<file path="config.mk">
export PLATFORM = sky130hd
export DESIGN_NAME = cache_arbiter
export DESIGN_NICKNAME = d
export VERILOG_FILES = /design/src/rtl/rv32i_types.sv /design/src/rtl/cache_arbiter.sv
export SDC_FILE = /design/constraint.sdc
export NUM_CORES = 1
export LEC_CHECK = 0
export ABC_AREA = 1
export CORE_AREA = 2 2 546 548
export DETAILED_ROUTE_END_ITERATION = 8
export DIE_AREA = 0 0 548 550
export PLACE_DENSITY = 0.3
export SLEW_MARGIN = 5
export SYNTH_ARGS = -nofsm -noshare
export SYNTH_HDL_FRONTEND = slang
export SYNTH_SLANG_ARGS = --single-unit
</file>
<file path="constraint.sdc">
create_clock -name clk -period 5.7 [get_ports clk]
set_clock_uncertainty 0.2 [all_clocks]
set_input_delay 0.855 -clock clk [delete_from_list [all_inputs] [get_ports clk]]
set_output_delay 0.855 -clock clk [all_outputs]
set_load 0.02 [all_outputs]
</file>
<file path="src/rtl/rv32i_types.sv">
// Shared types for the memory-side arbiter.
// Contents:
//   LINE_WIDTH  - default cache line width in bits
//   WAIT_WIDTH  - width of the per-side starvation counters
//   arb_state_t - arbiter FSM states
//   grant_t     - which requester owns (or last owned) physical memory
package rv32i_types;

  localparam int LINE_WIDTH = 256;
  localparam int WAIT_WIDTH = 16;

  typedef enum logic [1:0] {
    ST_IDLE    = 2'd0,
    ST_SERVE_I = 2'd1,
    ST_SERVE_D = 2'd2
  } arb_state_t;

  typedef enum logic {
    GRANT_I = 1'b0,
    GRANT_D = 1'b1
  } grant_t;

endpackage

</file>
<file path="src/rtl/cache_arbiter.sv">
// Two-requester arbiter in front of a single physical memory port.
// The instruction cache (line fills only) and the data cache (fills and
// write-backs) share pmem. Ties are broken round-robin. The pmem command
// is registered at grant time and is held unchanged until pmem_resp.
// Ports:
//   clk, reset                      - clock, synchronous active-high reset
//   i_read, i_address               - I-cache fill request
//   i_rdata, i_resp                 - I-cache fill data / completion
//   d_read, d_write, d_address      - D-cache fill / write-back request
//   d_wdata                         - D-cache write-back data
//   d_rdata, d_resp                 - D-cache fill data / completion
//   pmem_read, pmem_write           - physical memory command
//   pmem_address, pmem_wdata        - physical memory address / write data
//   pmem_rdata, pmem_resp           - physical memory read data / completion
module cache_arbiter #(
  parameter int ADDR_WIDTH = 32,
  parameter int LINE_WIDTH = rv32i_types::LINE_WIDTH
) (
  input  logic                  clk,
  input  logic                  reset,
  input  logic                  i_read,
  input  logic [ADDR_WIDTH-1:0] i_address,
  output logic [LINE_WIDTH-1:0] i_rdata,
  output logic                  i_resp,
  input  logic                  d_read,
  input  logic                  d_write,
  input  logic [ADDR_WIDTH-1:0] d_address,
  input  logic [LINE_WIDTH-1:0] d_wdata,
  output logic [LINE_WIDTH-1:0] d_rdata,
  output logic                  d_resp,
  output logic                  pmem_read,
  output logic                  pmem_write,
  output logic [ADDR_WIDTH-1:0] pmem_address,
  output logic [LINE_WIDTH-1:0] pmem_wdata,
  input  logic [LINE_WIDTH-1:0] pmem_rdata,
  input  logic                  pmem_resp
);
  import rv32i_types::*;

  arb_state_t            state_q, state_d;
  grant_t                last_grant_q;
  logic                  block_q;      // high for the single cycle after a completion
  logic                  cmd_read_q, cmd_write_q;
  logic [ADDR_WIDTH-1:0] cmd_address_q;
  logic [LINE_WIDTH-1:0] cmd_wdata_q;
  logic [WAIT_WIDTH-1:0] wait_i_q, wait_d_q;

  logic i_req, d_req, grant_i, grant_d, done;

  assign i_req = i_read;
  assign d_req = d_read | d_write;

  // A request is only considered in IDLE, and not in the cycle right after a
  // completion: the requester is still dropping its line then. On a tie the
  // side that did not win last time goes first.
  assign grant_i = (state_q == ST_IDLE) && !block_q && i_req &&
                   (!d_req || last_grant_q == GRANT_D);
  assign grant_d = (state_q == ST_IDLE) && !block_q && d_req &&
                   (!i_req || last_grant_q == GRANT_I);
  assign done    = (state_q != ST_IDLE) && pmem_resp;

  // State register.
  always_ff @(posedge clk) begin
    // NOTE: non-blocking assignments so every register samples pre-edge values.
    if (reset) state_q <= ST_IDLE;
    else       state_q <= state_d;
  end

  // Next-state logic.
  always_comb begin
    // NOTE: default first so no path leaves state_d unassigned (no latch).
    state_d = state_q;
    unique case (state_q)
      ST_IDLE: begin
        if (grant_i)      state_d = ST_SERVE_I;
        else if (grant_d) state_d = ST_SERVE_D;
      end
      ST_SERVE_I, ST_SERVE_D: if (pmem_resp) state_d = ST_IDLE;
      default: state_d = ST_IDLE;
    endcase
  end

  // Command registers, round-robin pointer, block flag and wait counters.
  always_ff @(posedge clk) begin
    if (reset) begin
      last_grant_q  <= GRANT_D;
      block_q       <= 1'b0;
      cmd_read_q    <= 1'b0;
      cmd_write_q   <= 1'b0;
      cmd_address_q <= '0;
      cmd_wdata_q   <= '0;
      wait_i_q      <= '0;
      wait_d_q      <= '0;
    end else begin
      block_q <= done;
      if (grant_i) begin
        last_grant_q  <= GRANT_I;
        cmd_read_q    <= 1'b1;
        cmd_write_q   <= 1'b0;
        cmd_address_q <= i_address;
        cmd_wdata_q   <= '0;
      end else if (grant_d) begin
        // A simultaneous d_read/d_write is treated as a write-back so the two
        // pmem strobes can never be high together.
        last_grant_q  <= GRANT_D;
        cmd_read_q    <= !d_write;
        cmd_write_q   <= d_write;
        cmd_address_q <= d_address;
        cmd_wdata_q   <= d_write ? d_wdata : '0;
      end else if (done) begin
        // Clearing on completion keeps the pmem bus at zero while idle.
        cmd_read_q    <= 1'b0;
        cmd_write_q   <= 1'b0;
        cmd_address_q <= '0;
        cmd_wdata_q   <= '0;
      end

      // Starvation counters: count cycles a side waits while not owning pmem.
      if (grant_i)
        wait_i_q <= '0;
      else if (i_req && state_q != ST_SERVE_I && wait_i_q != '1)
        wait_i_q <= wait_i_q + 1'b1;

      if (grant_d)
        wait_d_q <= '0;
      else if (d_req && state_q != ST_SERVE_D && wait_d_q != '1)
        wait_d_q <= wait_d_q + 1'b1;
    end
  end

  // Outputs. Reset masks everything so nothing leaks in the cycle reset is
  // first seen, before the registers have cleared.
  always_comb begin
    i_resp       = !reset && (state_q == ST_SERVE_I) && pmem_resp;
    d_resp       = !reset && (state_q == ST_SERVE_D) && pmem_resp;
    pmem_read    = !reset && cmd_read_q;
    pmem_write   = !reset && cmd_write_q;
    pmem_address = reset ? '0 : cmd_address_q;
    pmem_wdata   = reset ? '0 : cmd_wdata_q;
  end

  assign i_rdata = pmem_rdata;
  assign d_rdata = pmem_rdata;

endmodule

</file>
==> impl_metrics.env, run 1 <==
export IMPL_status="finished, final reports clean"
export IMPL_worst_setup_path_end_kind="output pin"
export IMPL_maxSlewViolCount=0
export IMPL_post_route_period_util_pct=68.4
export IMPL_initial_core_util_pct=5.73
export IMPL_avgSynthCellArea_um2=6.68
export IMPL_finalCriticalPeriod_ns=3.90
export IMPL_wl_met1_um=46200
export IMPL_cellPowerDensity_nw_per_um2=312
export IMPL_grt_pass1_wl_um=194000
export IMPL_ant_nets=0
export IMPL_post_route_cells_drive_above_1_share_pct=4.43
export IMPL_reg2reg_slack_ns=2.52
export IMPL_place_hpwl_um=137000
export IMPL_relSlewSlack_pct=41.2
export IMPL_grt_use_total_pct=10.0
export IMPL_coreArea_um2=296000
export IMPL_cts_tree="built"
export IMPL_die_h_um=550
export IMPL_wl_met2_um=72800
export IMPL_hold_ws_ns=0.260
export IMPL_synthDistinctLibCells=24
export IMPL_ir_worst_vdd_uv=262
export IMPL_place_area_um2=23900
export IMPL_hp_class="register to register"
export IMPL_start_kind="input pin"
export IMPL_swShare_pct=38.4
export IMPL_crit_slowest_cell="clkdlybuf4s50_1"
export IMPL_std_cell_rows=200
export IMPL_drt_first_pass_iters=5
export IMPL_synth_seq_cells=294
export IMPL_sequentialPowerShare_pct=30.4
export IMPL_fin_util_pct=8.61
export IMPL_intPower_mw=4.89
export IMPL_clkPwrFrac_pct=37.7
export IMPL_cts_resized=0
export IMPL_antenna_found_initial=34
export IMPL_power_leakage_nw=7.65
export IMPL_cts_num_sinks=294
export IMPL_totalNegativeSetupSlack_ns=0
export IMPL_cpPeakStageDelay_ns=0.57
export IMPL_clockRootBuffer="clkbuf_16"
export IMPL_synth_warnings=0
export IMPL_wl_met3_um=35600
export IMPL_first_global_vias=16000
export IMPL_worst_pin_slew_ns=0.882
export IMPL_grt_max_degree=99
export IMPL_clk_latency_ns=0.66
export IMPL_drt_iter0_drc=949
export IMPL_cts_setup_buffers=0
export IMPL_rsz0062_at_grt="false"
export IMPL_crit_required_ns=4.64
export IMPL_routed_via_density=2.45
export IMPL_num_vias=16100
export IMPL_synth_seq_area_share_pct=34.8
export IMPL_clock_path_buffers=3
export IMPL_gp_congestion=0.862
export IMPL_finalHoldViolCount=0
export IMPL_cp_cell_sequence="buf_8, buf_4, nor2_1, clkdlybuf4s50_1"
export IMPL_critPathArrivalTime_ns=2.84
export IMPL_wire_per_inst_um=24.1
export IMPL_clkSlewWorstSetupHoldPaths_ns=0.05
export IMPL_syn_area_um2=16900
export IMPL_portBuffers=617
export IMPL_area_delta_synth_final_pct=50.2
export IMPL_cts_htree_levels=2
export IMPL_final_nets=3169
export IMPL_report_final_setup_viol=0
export IMPL_die_width_um=548
export IMPL_fmax_mhz=257
export IMPL_postCtsHoldBufs=0
export IMPL_gr_total_overflow=0
export IMPL_syn_inst=2534
export IMPL_cts_made_buffers=45
export IMPL_io_pins=1386
export IMPL_p_sw_mw=3.05
export IMPL_syn_nets=3119
export IMPL_routed_wl_um=158000
export IMPL_die_area_um2=301000
export IMPL_p_comb_share_pct=31.9
export IMPL_drv_cap=0
export IMPL_remaining_drc_errors=0
export IMPL_final_cell_area_um2=25400
export IMPL_path_max_fanout=98
export IMPL_top_layer="met5"
export IMPL_worstSetupPathType="input pin to output pin"
==> power groups by stage <==
stage               Sequential (mW)  Clock [mW]  Combinational (mW)
finish                         2.42        2.99                2.53
global route                   2.44        3.18                2.78
detailed placement             2.46           0                2.60
global placement               2.46           0                2.61
floorplan                      2.41           0                1.88
CTS                            2.42        3.13                2.62
==> per-layer routing <==
metal	vias to the layer above	GRT usage [%]
met1	7224	8.43
met3	184	10.2
met2	1462	16.4
li1	7174	-
met5	-	0.172
met4	11	2.35
==> final cells by class <==
class                   count  area, µm²
clock buffers              72       1390
well taps                3939       4930
repair buffers            653       6560
fillers                 34700     270000
inverters                 330       1250
diodes                      2       5.00
multi-input cells        1260       5280
flip-flops and latches    294       5890
clock inverters            10        143
==> cell usage in the layout, fill, tap and decap left out, drive strengths merged <==
cell type and count:
clkdlybuf4s50 616, nor2 324, clkbuf 72, buf 37, nand3 55, inv 330, a21oi 271, o21ai 26
o211ai 1, clkinv 6, clkinvlp 1, nand2 564, bufinv 3, a211oi 1, dfxtp 294, nand4 14
diode 2, ha 3, a31oi 1
==> kinds of logic after synthesis <==
group / share of synthesized area, %
AO/OA/AOI/OAI: 8.93
adder cells (fa/ha/maj): 0.222
buffers and inverters: 34.1
flip-flops: 34.8
AND/OR/NAND/NOR: 22.0
==> sequential cells by signal, indices dropped and copies added (netlist names) <==
register       flops
cmd_write_q        1
cmd_address_q     32
state_q            2
cmd_wdata_q      256
last_grant_q       1
cmd_read_q         1
block_q            1
==> worst paths after layout <==
path                            to  depth (start not counted)             start
setup / recovery   pmem_wdata[144]                          4             reset
hold reg to reg   cmd_wdata_q[109]                          2  cmd_wdata_q[109]
setup reg to reg  cmd_wdata_q[175]                         11        state_q[0]
hold / removal    cmd_wdata_q[109]                          2  cmd_wdata_q[109]
==> cells in the mapped netlist (all sizes together) <==
cell	instances	share of area (%)
nand3	55	1.6
nand4	14	0.52
clkinv	1	0.022
inv	329	7.3
o21ai	26	0.79
a21oi	271	8.0
nor2	324	7.3
o211ai	1	0.044
a31oi	1	0.037
nand2	564	13
clkbuf	44	0.98
ha	3	0.22
dfxtp	294	35
a211oi	1	0.044
buf	606	26
==> worst max-delay path, delay by kind of cell <==
family | cells | cell delay, ns
buf+inv | 3 | 1.59
simple gates | 1 | 0.13
==> per-stage QoR <==
step / power (mW) / cells / setup slack [ns]
5_1_grt: 8.40 / 6559 / 1.59
6_report: 7.94 / 6560 / 1.80
2_1_floorplan: 4.29 / 2534 / 2.78
3_5_place_dp: 5.06 / 6476 / 1.61
3_3_place_gp: 5.07 / 6476 / 1.60
4_1_cts: 8.17 / 6558 / 1.61
Power figures use the tool's default switching activity.
==> run 2, diff against run 1 <==
CORE_AREA = 2 2 537 539   (was 2 2 546 548)
DIE_AREA = 0 0 539 541   (was 0 0 548 550)
clock period = 3.85 ns   (was 5.7 ns; I/O delays follow)
==> impl_metrics.env, run 2 (synthesis gave the netlist of run 1 again) <==
export IMPL_grt_use_total_pct=10.4
export IMPL_hold_ws_ns=0.258
export IMPL_final_nets=3195
export IMPL_die_width_um=539
export IMPL_first_global_vias=16100
export IMPL_die_area_um2=292000
export IMPL_postCtsHoldBufs=0
export IMPL_use_met3_pct=10.3
export IMPL_largest_reg_flops=256
export IMPL_io_pins=1386
export IMPL_largest_register="cmd_wdata_q"
export IMPL_clock_path_buffers=3
export IMPL_cts_num_sinks=294
export IMPL_remaining_drc_errors=0
export IMPL_use_met2_pct=17.4
export IMPL_cts_setup_buffers=0
export IMPL_drt_first_pass_iters=5
export IMPL_crit_family="buffers and inverters"
export IMPL_largestRegisters="cmd_wdata_q: 256 flops, cmd_address_q: 32 flops, state_q: 2 flops"
export IMPL_crit_required_ns=3.07
export IMPL_grt_max_degree=71
export IMPL_status="finished, final reports clean"
export IMPL_cp_cell_sequence="buf_8, buf_4, nor2_1, clkdlybuf4s50_1"
export IMPL_maxSlewViolCount=0
export IMPL_std_cell_rows=197
export IMPL_grt_busiest_layer="met2"
export IMPL_report_final_setup_viol=0
export IMPL_worst_setup_path_end_kind="output pin"
export IMPL_post_route_period_util_pct=77.7
export IMPL_num_vias=16000
export IMPL_cpPeakStageDelay_ns=0.70
export IMPL_worstPathBufferInverterCount=3
export IMPL_cts_tree="built"
export IMPL_coreArea_um2=286000
export IMPL_relSlewSlack_pct=53.7
export IMPL_layout_common_cells="clkdlybuf4s50_1, nand2_1, inv_1"
export IMPL_cts_htree_levels=2
export IMPL_cellPowerDensity_nw_per_um2=461
export IMPL_portBuffers=617
export IMPL_clkSlewWorstSetupHoldPaths_ns=0.06
export IMPL_area_delta_synth_final_pct=49.6
export IMPL_grt_pass1_wl_um=195000
export IMPL_totalNegativeSetupSlack_ns=0
export IMPL_ant_nets=0
export IMPL_cts_resized=0
export IMPL_gr_total_overflow=0
export IMPL_routed_via_density=2.49
export IMPL_wire_per_inst_um=24.5
export IMPL_ir_worst_vdd_uv=278
export IMPL_start_kind="input pin"
export IMPL_post_route_cells_drive_above_1_share_pct=7.31
export IMPL_final_common_cell="clkdlybuf4s50_1"
export IMPL_initial_core_util_pct=5.91
export IMPL_hp_class="register to register"
export IMPL_gp_congestion=0.867
export IMPL_finalCriticalPeriod_ns=2.99
export IMPL_power_leakage_nw=7.86
export IMPL_groute_layer_met1_usage_pct=8.56
export IMPL_worstSetupPathType="input pin to output pin"
export IMPL_critPathArrivalTime_ns=2.21
export IMPL_path_max_fanout=45
export IMPL_fin_util_pct=8.84
export IMPL_die_h_um=541
export IMPL_rsz0062_at_grt="false"
export IMPL_finalHoldViolCount=0
export IMPL_drv_cap=0
export IMPL_cts_made_buffers=46
export IMPL_clockRootBuffer="clkbuf_16"
export IMPL_clk_latency_ns=0.65
export IMPL_routed_wl_um=157000
export IMPL_antenna_found_initial=52
export IMPL_place_hpwl_um=138000
export IMPL_fmax_mhz=334
export IMPL_crit_slowest_cell="clkdlybuf4s50_1"
export IMPL_worst_pin_slew_ns=0.693
export IMPL_drt_iter0_drc=735
export IMPL_nFillCells=33700
-- run 2: power breakdown --
| part | total [mW] | leakage, nW | switching [mW] | internal [mW] |
|---|---|---|---|---|
| Sequential | 3.57 | 2.39 | 0.174 | 3.40 |
| Clock | 4.33 | 0.727 | 1.80 | 2.53 |
| Combinational | 3.78 | 4.75 | 2.53 | 1.26 |
-- run 2: worst paths after layout --
kind	end	slack, ns	depth (start not counted)	start
worst max-delay path	pmem_wdata[0]	0.86	4	reset
worst min-delay path	cmd_wdata_q[122]	0.26	2	cmd_wdata_q[122]
worst max register to register	cmd_wdata_q[166]	1.00	10	state_q[0]
worst min register to register	cmd_wdata_q[122]	0.26	2	cmd_wdata_q[122]
-- run 2: final cells by class --
| cell class | instances | area [µm²] | share of cell area, % |
|---|---|---|---|
| clock buffer | 63 | 1330 | 5.24 |
| tap | 3781 | 4730 | 18.7 |
| sequential | 294 | 5890 | 23.2 |
| clock inverter | 16 | 170 | 0.672 |
| inverter | 330 | 1250 | 4.92 |
| multi-input combinational | 1260 | 5280 | 20.8 |
| antenna | 2 | 5.00 | 0.0198 |
| timing repair buffer | 678 | 6690 | 26.4 |
-- run 2: routing by layer --
metal / routed length, µm / vias up / part of all wire, %
met2: 74200 / 1423 / 47
met3: 33800 / 201 / 22
met4: 3130 / 16 / 2.0
met1: 45700 / 7128 / 29
li1: - / 7229 / -
met5: 347 / - / 0.22
-- run 2: stage by stage --
stage,cell area [µm²],setup slack (ns),instances,power [mW]
5_1_grt,25300,0.697,6422,12.4
4_1_cts,25300,0.783,6422,12.0
3_3_place_gp,23800,0.589,6343,7.55
6_report,25300,0.860,6424,11.7
2_1_floorplan,16900,1.49,2534,6.36
3_5_place_dp,23800,0.600,6343,7.54
-- run 2: tightest hold or removal path, stage by stage (launching register included) --
cell and delay (ns):
dfxtp_1 0.31, nand2_1 0.06, a21oi_1 0.05
==> run 3, diff against run 2 <==
CORE_AREA = 2 2 547 549   (was 2 2 537 539)
DIE_AREA = 0 0 549 551   (was 0 0 539 541)
clock period = 2.4 ns   (was 3.85 ns; I/O delays follow)
==> impl_metrics.env, run 3 (synthesis gave the netlist of run 1 again) <==
export IMPL_status="finished, final reports clean"
export IMPL_remaining_drc_errors=0
export IMPL_cellPowerDensity_nw_per_um2=738
export IMPL_rsz0062_at_grt="false"
export IMPL_sequentialPowerShare_pct=28.3
export IMPL_maxSlewViolCount=0
export IMPL_ir_worst_vdd_uv=509
export IMPL_drv_cap=0
export IMPL_reg2reg_to="cmd_wdata_q[97]"
export IMPL_clkPwrFrac_pct=38.0
export IMPL_coreArea_um2=296000
export IMPL_die_width_um=549
export IMPL_wire_per_inst_um=24.3
export IMPL_cts_num_sinks=294
export IMPL_die_h_um=551
export IMPL_routed_wl_um=165000
export IMPL_hp_class="input pin to register"
export IMPL_final_cells=6775
export IMPL_routed_via_density=2.48
export IMPL_clockRootBuffer="clkbuf_16"
export IMPL_min_to="cmd_wdata_q[250]"
export IMPL_whs_path_depth=3
export IMPL_antenna_found_initial=29
export IMPL_totalNegativeSetupSlack_ns=0
export IMPL_worst_pin_slew_ns=0.440
export IMPL_p_sw_mw=7.74
export IMPL_clock_path_buffers=3
export IMPL_final_common_cell="nand2_1"
export IMPL_grt_use_total_pct=10.4
export IMPL_fin_util_pct=9.30
export IMPL_largestRegisters="cmd_wdata_q: 256 flops, cmd_address_q: 32 flops, state_q: 2 flops"
export IMPL_gr_total_overflow=0
export IMPL_multiInputGateArea_um2=5300
export IMPL_p_comb_share_pct=33.7
export IMPL_largest_reg_flops=256
export IMPL_portBuffers=617
export IMPL_place_hpwl_um=145000
export IMPL_path_max_fanout=2
export IMPL_worst_setup_path_end_kind="output pin"
export IMPL_area_delta_synth_final_pct=62.7
export IMPL_reg2reg_slack_ns=0.21
export IMPL_initial_core_util_pct=5.71
export IMPL_cts_htree_levels=2
export IMPL_crit_required_ns=1.84
export IMPL_cts_setup_buffers=0
export IMPL_post_route_cells_drive_above_1_share_pct=11.3
export IMPL_drt_iter0_drc=968
export IMPL_hold_start="d_wdata[250]"
export IMPL_grt_max_degree=60
export IMPL_layout_common_cells="nand2_1, inv_1, clkdlybuf4s50_1"
export IMPL_clk_latency_ns=0.68
export IMPL_io_pins=1386
export IMPL_critPathArrivalTime_ns=1.68
export IMPL_largest_register="cmd_wdata_q"
export IMPL_power_leakage_nw=9.82
export IMPL_cts_made_buffers=48
export IMPL_placed_cells=6534
export IMPL_worstRegToRegCells=11
export IMPL_drt_first_pass_iters=5
export IMPL_clkSlewWorstSetupHoldPaths_ns=0.05
export IMPL_nFillCells=34900
export IMPL_r2r_start="state_q[0]"
export IMPL_std_cell_rows=200
export IMPL_worstSetupPathType="register to output pin"
export IMPL_register_area_um2=5890
export IMPL_final_nets=3377
export IMPL_relSlewSlack_pct=70.7
export IMPL_intPower_mw=12.6
export IMPL_post_route_period_util_pct=93.5
export IMPL_grt_pass1_wl_um=203000
export IMPL_finalHoldViolCount=0
export IMPL_gp_congestion=0.839
export IMPL_fmax_mhz=446
export IMPL_finalCriticalPeriod_ns=2.24
export IMPL_swShare_pct=38.0
export IMPL_die_area_um2=302000
export IMPL_ant_nets=0
export IMPL_cts_tree="built"
export IMPL_first_global_vias=17400
export IMPL_num_vias=16800
export IMPL_start_kind="register"
export IMPL_report_final_setup_viol=0
[run 3: changes by cell type in the layout (fill, tap and decap cells not counted), sizes merged]
cell,delta
diode,+2
clkinv,+5
clkinvlp,-4
dlygate4sd2,+161
bufinv,+3
clkdlybuf4s50,-242
dlygate4sd3,+146
inv,+1
buf,+114
clkbuf,+7
[run 3: timing repair]
| item | CTS | global route |
|---|---|---|
| endpoints found under the hold margin | 149 | 0 |
| hold buffers | 146 | 0 |
| setup endpoints to repair | 163 | 33 |
| gates resized for setup | 165 | 3 |
| cloned | 0 | 1 |
[run 3: final cells by class]
type                            instances  area share, %
Antenna cell                            4         0.0363
Clock buffer                           69           5.05
Clock inverter                         21           1.14
Inverter                              330           4.52
Multi-Input combinational cell       1260           19.2
Sequential cell                       294           21.4
Tap cell                             3939           17.9
Timing Repair Buffer                  858           30.8
[run 3: routing by layer]
layer	up-vias	track usage, %	share of wire, %
li1	7601	-	-
met1	7584	8.84	30
met2	1425	17.4	47
met3	171	10.1	21
met4	6	2.32	2.2
met5	-	0.438	0.13
[run 3: worst max-delay path, stage by stage, from the launching register on]
cell	delay [ns]
dfxtp_1	0.34
inv_1	0.04
nor2_1	0.21
dlygate4sd2_1	0.41
[run 3: worst max path at each step]
stage,from,to,slack [ns]
floorplan,reset,pmem_wdata[245],0.47
detailed placement,d_read,cmd_wdata_q[66],-0.08
CTS,cmd_wdata_q[17],pmem_wdata[17],0.03
finish,cmd_wdata_q[17],pmem_wdata[17],0.16
global placement,d_read,cmd_wdata_q[66],-0.09
global route,state_q[0],cmd_wdata_q[117],0.0006
[run 3: metrics by stage]
stage	area (µm²)	setup WS [ns]	hold slack (ns)	total power, mW
4_1_cts	27500	0.0295	0.00124	20.9
6_report	27500	0.156	0.0883	20.3
3_5_place_dp	24500	-0.0784	0.249	12.8
5_1_grt	27500	0.000613	0.0571	21.6
3_3_place_gp	24500	-0.0884	0.246	12.8
2_1_floorplan	16900	0.475	0.240	10.2
[run 3: power by group through the flow]
stage / clock, mW / sequential [mW] / combinational (mW)
CTS: 8.16 / 5.76 / 7.03
global placement: 0 / 5.86 / 6.94
floorplan: 0 / 5.73 / 4.47
detailed placement: 0 / 5.86 / 6.90
finish: 7.72 / 5.76 / 6.86
global route: 8.28 / 5.83 / 7.55
==> edit 1 (flow settings as in run 2) <==
Put a register stage on the outputs `i_rdata` and `d_rdata`, without a reset. The values now appear one clock later. The other outputs are not delayed to match.
--- a/src/rtl/cache_arbiter.sv
+++ b/src/rtl/cache_arbiter.sv
@@ -139,8 +139,10 @@
     pmem_wdata   = reset ? '0 : cmd_wdata_q;
   end
 
-  assign i_rdata = pmem_rdata;
-  assign d_rdata = pmem_rdata;
+  always_ff @(posedge clk) begin
+    i_rdata <= pmem_rdata;
+    d_rdata <= pmem_rdata;
+  end
 
 endmodule
 
Function: not settled (the Yosys comparison gave no result); the edit may change what the design does.
==> edit 1 against run 2 <==
Die area stayed put; total power is 72% higher; synthesized cell count is 0.59% lower; cell area is 65% higher; worst hold slack worse by 0.16 ns; global-route usage is 1.3 points higher; area after synthesis is 19% higher; worst setup slack worse by 0.065 ns; sequential cell count is 256 higher; routed wire length is 13% higher; critical endpoint is now pmem_wdata[134]; largest power group unchanged.
==> edit 1: results (changes against run 2) <==
| Metric | Value |
|---|---|
| Run status | `complete, no violations` |
| Synth top cells by count | `nand2_1 (628), dfxtp_1 (550), inv_1 (310)` |
| Worst-path fanout max | `52 (+16%)` |
| DR vias | `21600 (+35%)` |
| I/O Buffers | `1385 (+120%)` |
| Slew headroom | `51.4% (-2.3 points)` |
| Filler Cell Count | `32600 (-3.3%)` |
| Initial antenna violation count | `101 (+94%)` |
| Reg-to-Reg End | `cmd_wdata_q[186]` |
| Worst Setup SP | `reset` |
| First-pass GRT wire length | `226 mm (+16%)` |
| Synth cell types | `23 (-4.2%)` |
| Layout cells sized above 1 | `6.45% (-0.86 points)` |
| CP arrival | `2.28 ns (+0.07 ns)` |
| Post-synthesis average cell area | `7.99 sq um (+20%)` |
| Final Non-Filler Cells | `7756 (+21%)` |
| Initial drt markers | `838 (+14%)` |
| Critical path's slowest cell | `clkdlybuf4s50_1` |
| Clk root buf | `clkbuf_16` |
| Max incr delay on CP | `0.78 ns (+0.08 ns)` |
| Area contributors post-synth | `dfxtp_1 (55%), nand2_1 (12%), buf_4 (11%), a21oi_1 (6.7%), inv_1 (5.8%)` |
| R2R setup slack | `1.20 ns (+0.20 ns)` |
| Mapped Nets | `3104 (-0.48%)` |
| Latest clock arrival within the worst-skew pair | `0.73 ns (+0.08 ns)` |
| Post-CTS Resized | `0 (unchanged)` |
| Pre-CTS setup slack | `0.655 ns (+0.0547 ns)` |
| Cts hold-fix bufs | `240 (+240)` |
| Fin Hold WS | `0.0995 ns (-0.159 ns)` |
| Largest net degree at the start of global routing | `83 (+17%)` |
| Max Root-Sink Buffers | `4 (+1)` |
| Syn. warnings | `0 (unchanged)` |
| P_leak | `14.7 nW (+87%)` |
| R2R cell count | `10 (unchanged)` |
| Maximum vdd drop | `279 uV (+0.43%)` |
| Worst Hold Class | `input port to flop` |
| Worst R2R Start | `state_q[0]` |
| Worst Hold Path EP | `cmd_read_q` |
| Hold path depth | `2 (unchanged)` |
| TritonRoute pass-1 iters | `5 (unchanged)` |
| Routed wire length | `178 mm (+13%)` |
| GRT Total Usage | `11.7% (+1.3 points)` |
| Hold Path Origin | `reset` |
| DP HPWL | `152 mm (+11%)` |
| Sequential fraction of the synthesis area | `54.7% (+20 points)` |
| GP Congestion | `0.820 (-5.4%)` |
| Nets | `4474 (+40%)` |
| Cells after DPL | `7343 (+16%)` |
| Post-CTS Setup Bufs | `0 (unchanged)` |
| Asr flop ratio synth | `0% (unchanged)` |
| Num CTS Buffers | `85 (+85%)` |
| Post-DP Area | `0.0364 sq mm (+53%)` |
| H-tree depth | `3 (+1)` |
| Regs by FF count | `cmd_wdata_q x256, d_rdata x256, cmd_address_q x32` |
| Power density cells | `481 mW/mm^2 (+4.4%)` |
| Clock transition at path regs | `0.05 ns` |
==> edit 1: cell count changes after synthesis, sizes merged, moves of 17 or more <==
cell    change
clkbuf     -18
nand2      +66
buf       -244
inv        -17
nor2       -21
dfxtp     +256
==> edit 1: kinds of logic (layout without fill, tap and decap cells) <==
group	Yosys count	count (layout)	synth area share, %
fa+ha+maj	3	3	0.187
simple gates	981	981	18.8
flops	550	550	54.7
other cells	0	23	0
buf+inv	701	2134	19.2
compound gates	284	284	7.12
==> edit 1: final cells by class <==
cell class	instances	share of cell area [%]
repair buffers	1671	39.8
flip-flops and latches	550	26.3
multi-input cells	1268	12.6
well taps	3781	11.3
clock buffers	115	5.76
inverters	313	2.83
clock inverters	35	1.27
diodes	23	0.138
==> edit 1: critical path: cells and delay by family <==
family,cells,cell delay [ns]
buffers and inverters,3,1.28
AND/OR/NAND/NOR,1,0.27
==> edit 1: worst max-delay path by stage <==
stage / to / slack (ns) / depth (start not counted)
2_1_floorplan: pmem_wdata[100] / 1.44 / 5
3_3_place_gp: pmem_wdata[134] / 0.66 / 4
3_5_place_dp: cmd_wdata_q[186] / 0.66 / 9
4_1_cts: pmem_wdata[134] / 0.65 / 4
5_1_grt: pmem_wdata[134] / 0.62 / 4
6_report: pmem_wdata[134] / 0.79 / 4
==> edit 1: power breakdown <==
part | switching [mW] | internal, mW
Combinational | 3.13 | 2.06
Clock | 3.27 | 5.14
Sequential | 0.356 | 6.19
==> edit 1: metal layers <==
| layer | wire, microns | up-vias | track usage (%) | part of all wire [%] |
|---|---|---|---|---|
| met5 | 53 | - | 0 | 0.030 |
| met4 | 6220 | 8 | 3.96 | 3.5 |
| met3 | 13900 | 294 | 4.05 | 7.8 |
| met2 | 88900 | 1066 | 20.8 | 50 |
| met1 | 68800 | 10100 | 12.9 | 39 |
| li1 | - | 10100 | - | - |
==> edit 2 (settings of run 2) <==
Made on the original files. Set the package constant `LINE_WIDTH` to 128 (it was 256).
--- a/src/rtl/rv32i_types.sv
+++ b/src/rtl/rv32i_types.sv
@@ -6,7 +6,7 @@
 //   grant_t     - which requester owns (or last owned) physical memory
 package rv32i_types;
 
-  localparam int LINE_WIDTH = 256;
+  localparam int LINE_WIDTH = 128;
   localparam int WAIT_WIDTH = 16;
 
   typedef enum logic [1:0] {
Interface: changed (5 resized); port bits go from 1386 to 746. The function was not compared with the original's and may differ.
==> edit 2 against run 2 <==
Cell count is 17% lower; area after synthesis shrank 43%; routed wire length shrank 63%; total power fell by 42%; synthesized cell count decreased by 43%; sequential cell count shrank 128; fmax down 2.2%; critical path depth unchanged; worst setup slack got worse by 0.066 ns; register-to-register slack better by 0.34 ns; cell area decreased by 34%; largest cell class is now tap cells; largest power group is now combinational logic.
==> edit 2: results (changes against run 2) <==
| Metric | Value |
|---|---|
| Final Util | `5.82% (-3.0 points)` |
| DP HPWL | `44.2 mm (-68%)` |
| Worst Hold Path EP | `cmd_wdata_q[31]` |
| Non-clock buffer count | `393 (-42%)` |
| P_leak | `4.58 nW (-42%)` |
| GRT Total Usage | `3.90% (-6.5 points)` |
| TritonRoute pass-1 iters | `6 (+1)` |
| Sink Count | `166 (-44%)` |
| Sequential fraction of the synthesis area | `34.6% (-0.15 points)` |
| Top Layer Used | `met4` |
| Register share of the cell area | `19.9% (-3.3 points)` |
| Met1 Track Usage GR | `3.55% (-5.0 points)` |
| Area of the multi-input gates | `0.00320 sq mm (-39%)` |
| Grt met2 use | `6.97% (-10 points)` |
| Area contributors post-synth | `dfxtp_1 (35%), buf_4 (21%), nand2_1 (12%), inv_1 (7.9%), nor2_1 (7.5%)` |
| Synth cell types | `23 (-4.2%)` |
| Fin Hold WS | `0.261 ns (+0.00230 ns)` |
| Num CTS Buffers | `21 (-54%)` |
| Mapped Nets | `1783 (-43%)` |
| Worst-path fanout max | `60 (+33%)` |
| Met3 Wirelength | `4.08 mm (-88%)` |
| Clk. pwr | `2.23 mW (-48%)` |
| Number of global-route vias before repair | `9177 (-43%)` |
| Flop pwr share | `30.2% (-0.4 points)` |
| Post-DP Area | `0.0160 sq mm (-33%)` |
| Top power consumer group | `combinational logic` |
| First-pass GRT wire length | `77.8 mm (-60%)` |
| DR vias | `8846 (-45%)` |
| Filler Cell Count | `34000 (+0.78%)` |
| CP arrival | `2.28 ns (+0.07 ns)` |
| NetSw | `2.81 mW (-38%)` |
| Latest clock arrival within the worst-skew pair | `0.57 ns (-0.08 ns)` |
| Cells after DPL | `5290 (-17%)` |
| H-tree depth | `4 (+2)` |
| Run status | `complete, no violations` |
| DRT met1 WL | `19.1 mm (-58%)` |
| GR met3 Demand/Resource | `1.22% (-9.0 points)` |
| DR WL met2 | `30.0 mm (-60%)` |
| Comb pwr share | `37.0% (+4.6 points)` |
| Final Non-Filler Cells | `5327 (-17%)` |
| Mapped Cells | `1454 (-43%)` |
[edit 2: changes by cell type in the layout (fill, tap and decap cells not counted), sizes merged, moves of 126 or more]
cell,delta
clkdlybuf4s50,-206
nor2,-128
a21oi,-128
nand2,-256
inv,-126
dfxtp,-128
[edit 2: logic make-up (layout without fill, tap and decap cells)]
kind of cell	Yosys count	count (layout)	share of synthesized area (%)
AO/OA/AOI/OAI	172	172	9.07
flip-flops	166	166	34.6
other	0	4	0
adder cells (fa/ha/maj)	3	3	0.391
buffers and inverters	540	628	32.3
AND/OR/NAND/NOR	573	573	23.7
[edit 2: worst max-delay path by stage]
| stage | end | slack [ns] |
|---|---|---|
| 6_report | pmem_wdata[80] | 0.79 |
| 5_1_grt | pmem_address[19] | 0.63 |
| 4_1_cts | pmem_wdata[92] | 0.67 |
| 3_3_place_gp | cmd_wdata_q[95] | 0.25 |
| 3_5_place_dp | cmd_wdata_q[95] | 0.22 |
| 2_1_floorplan | pmem_address[1] | 1.52 |
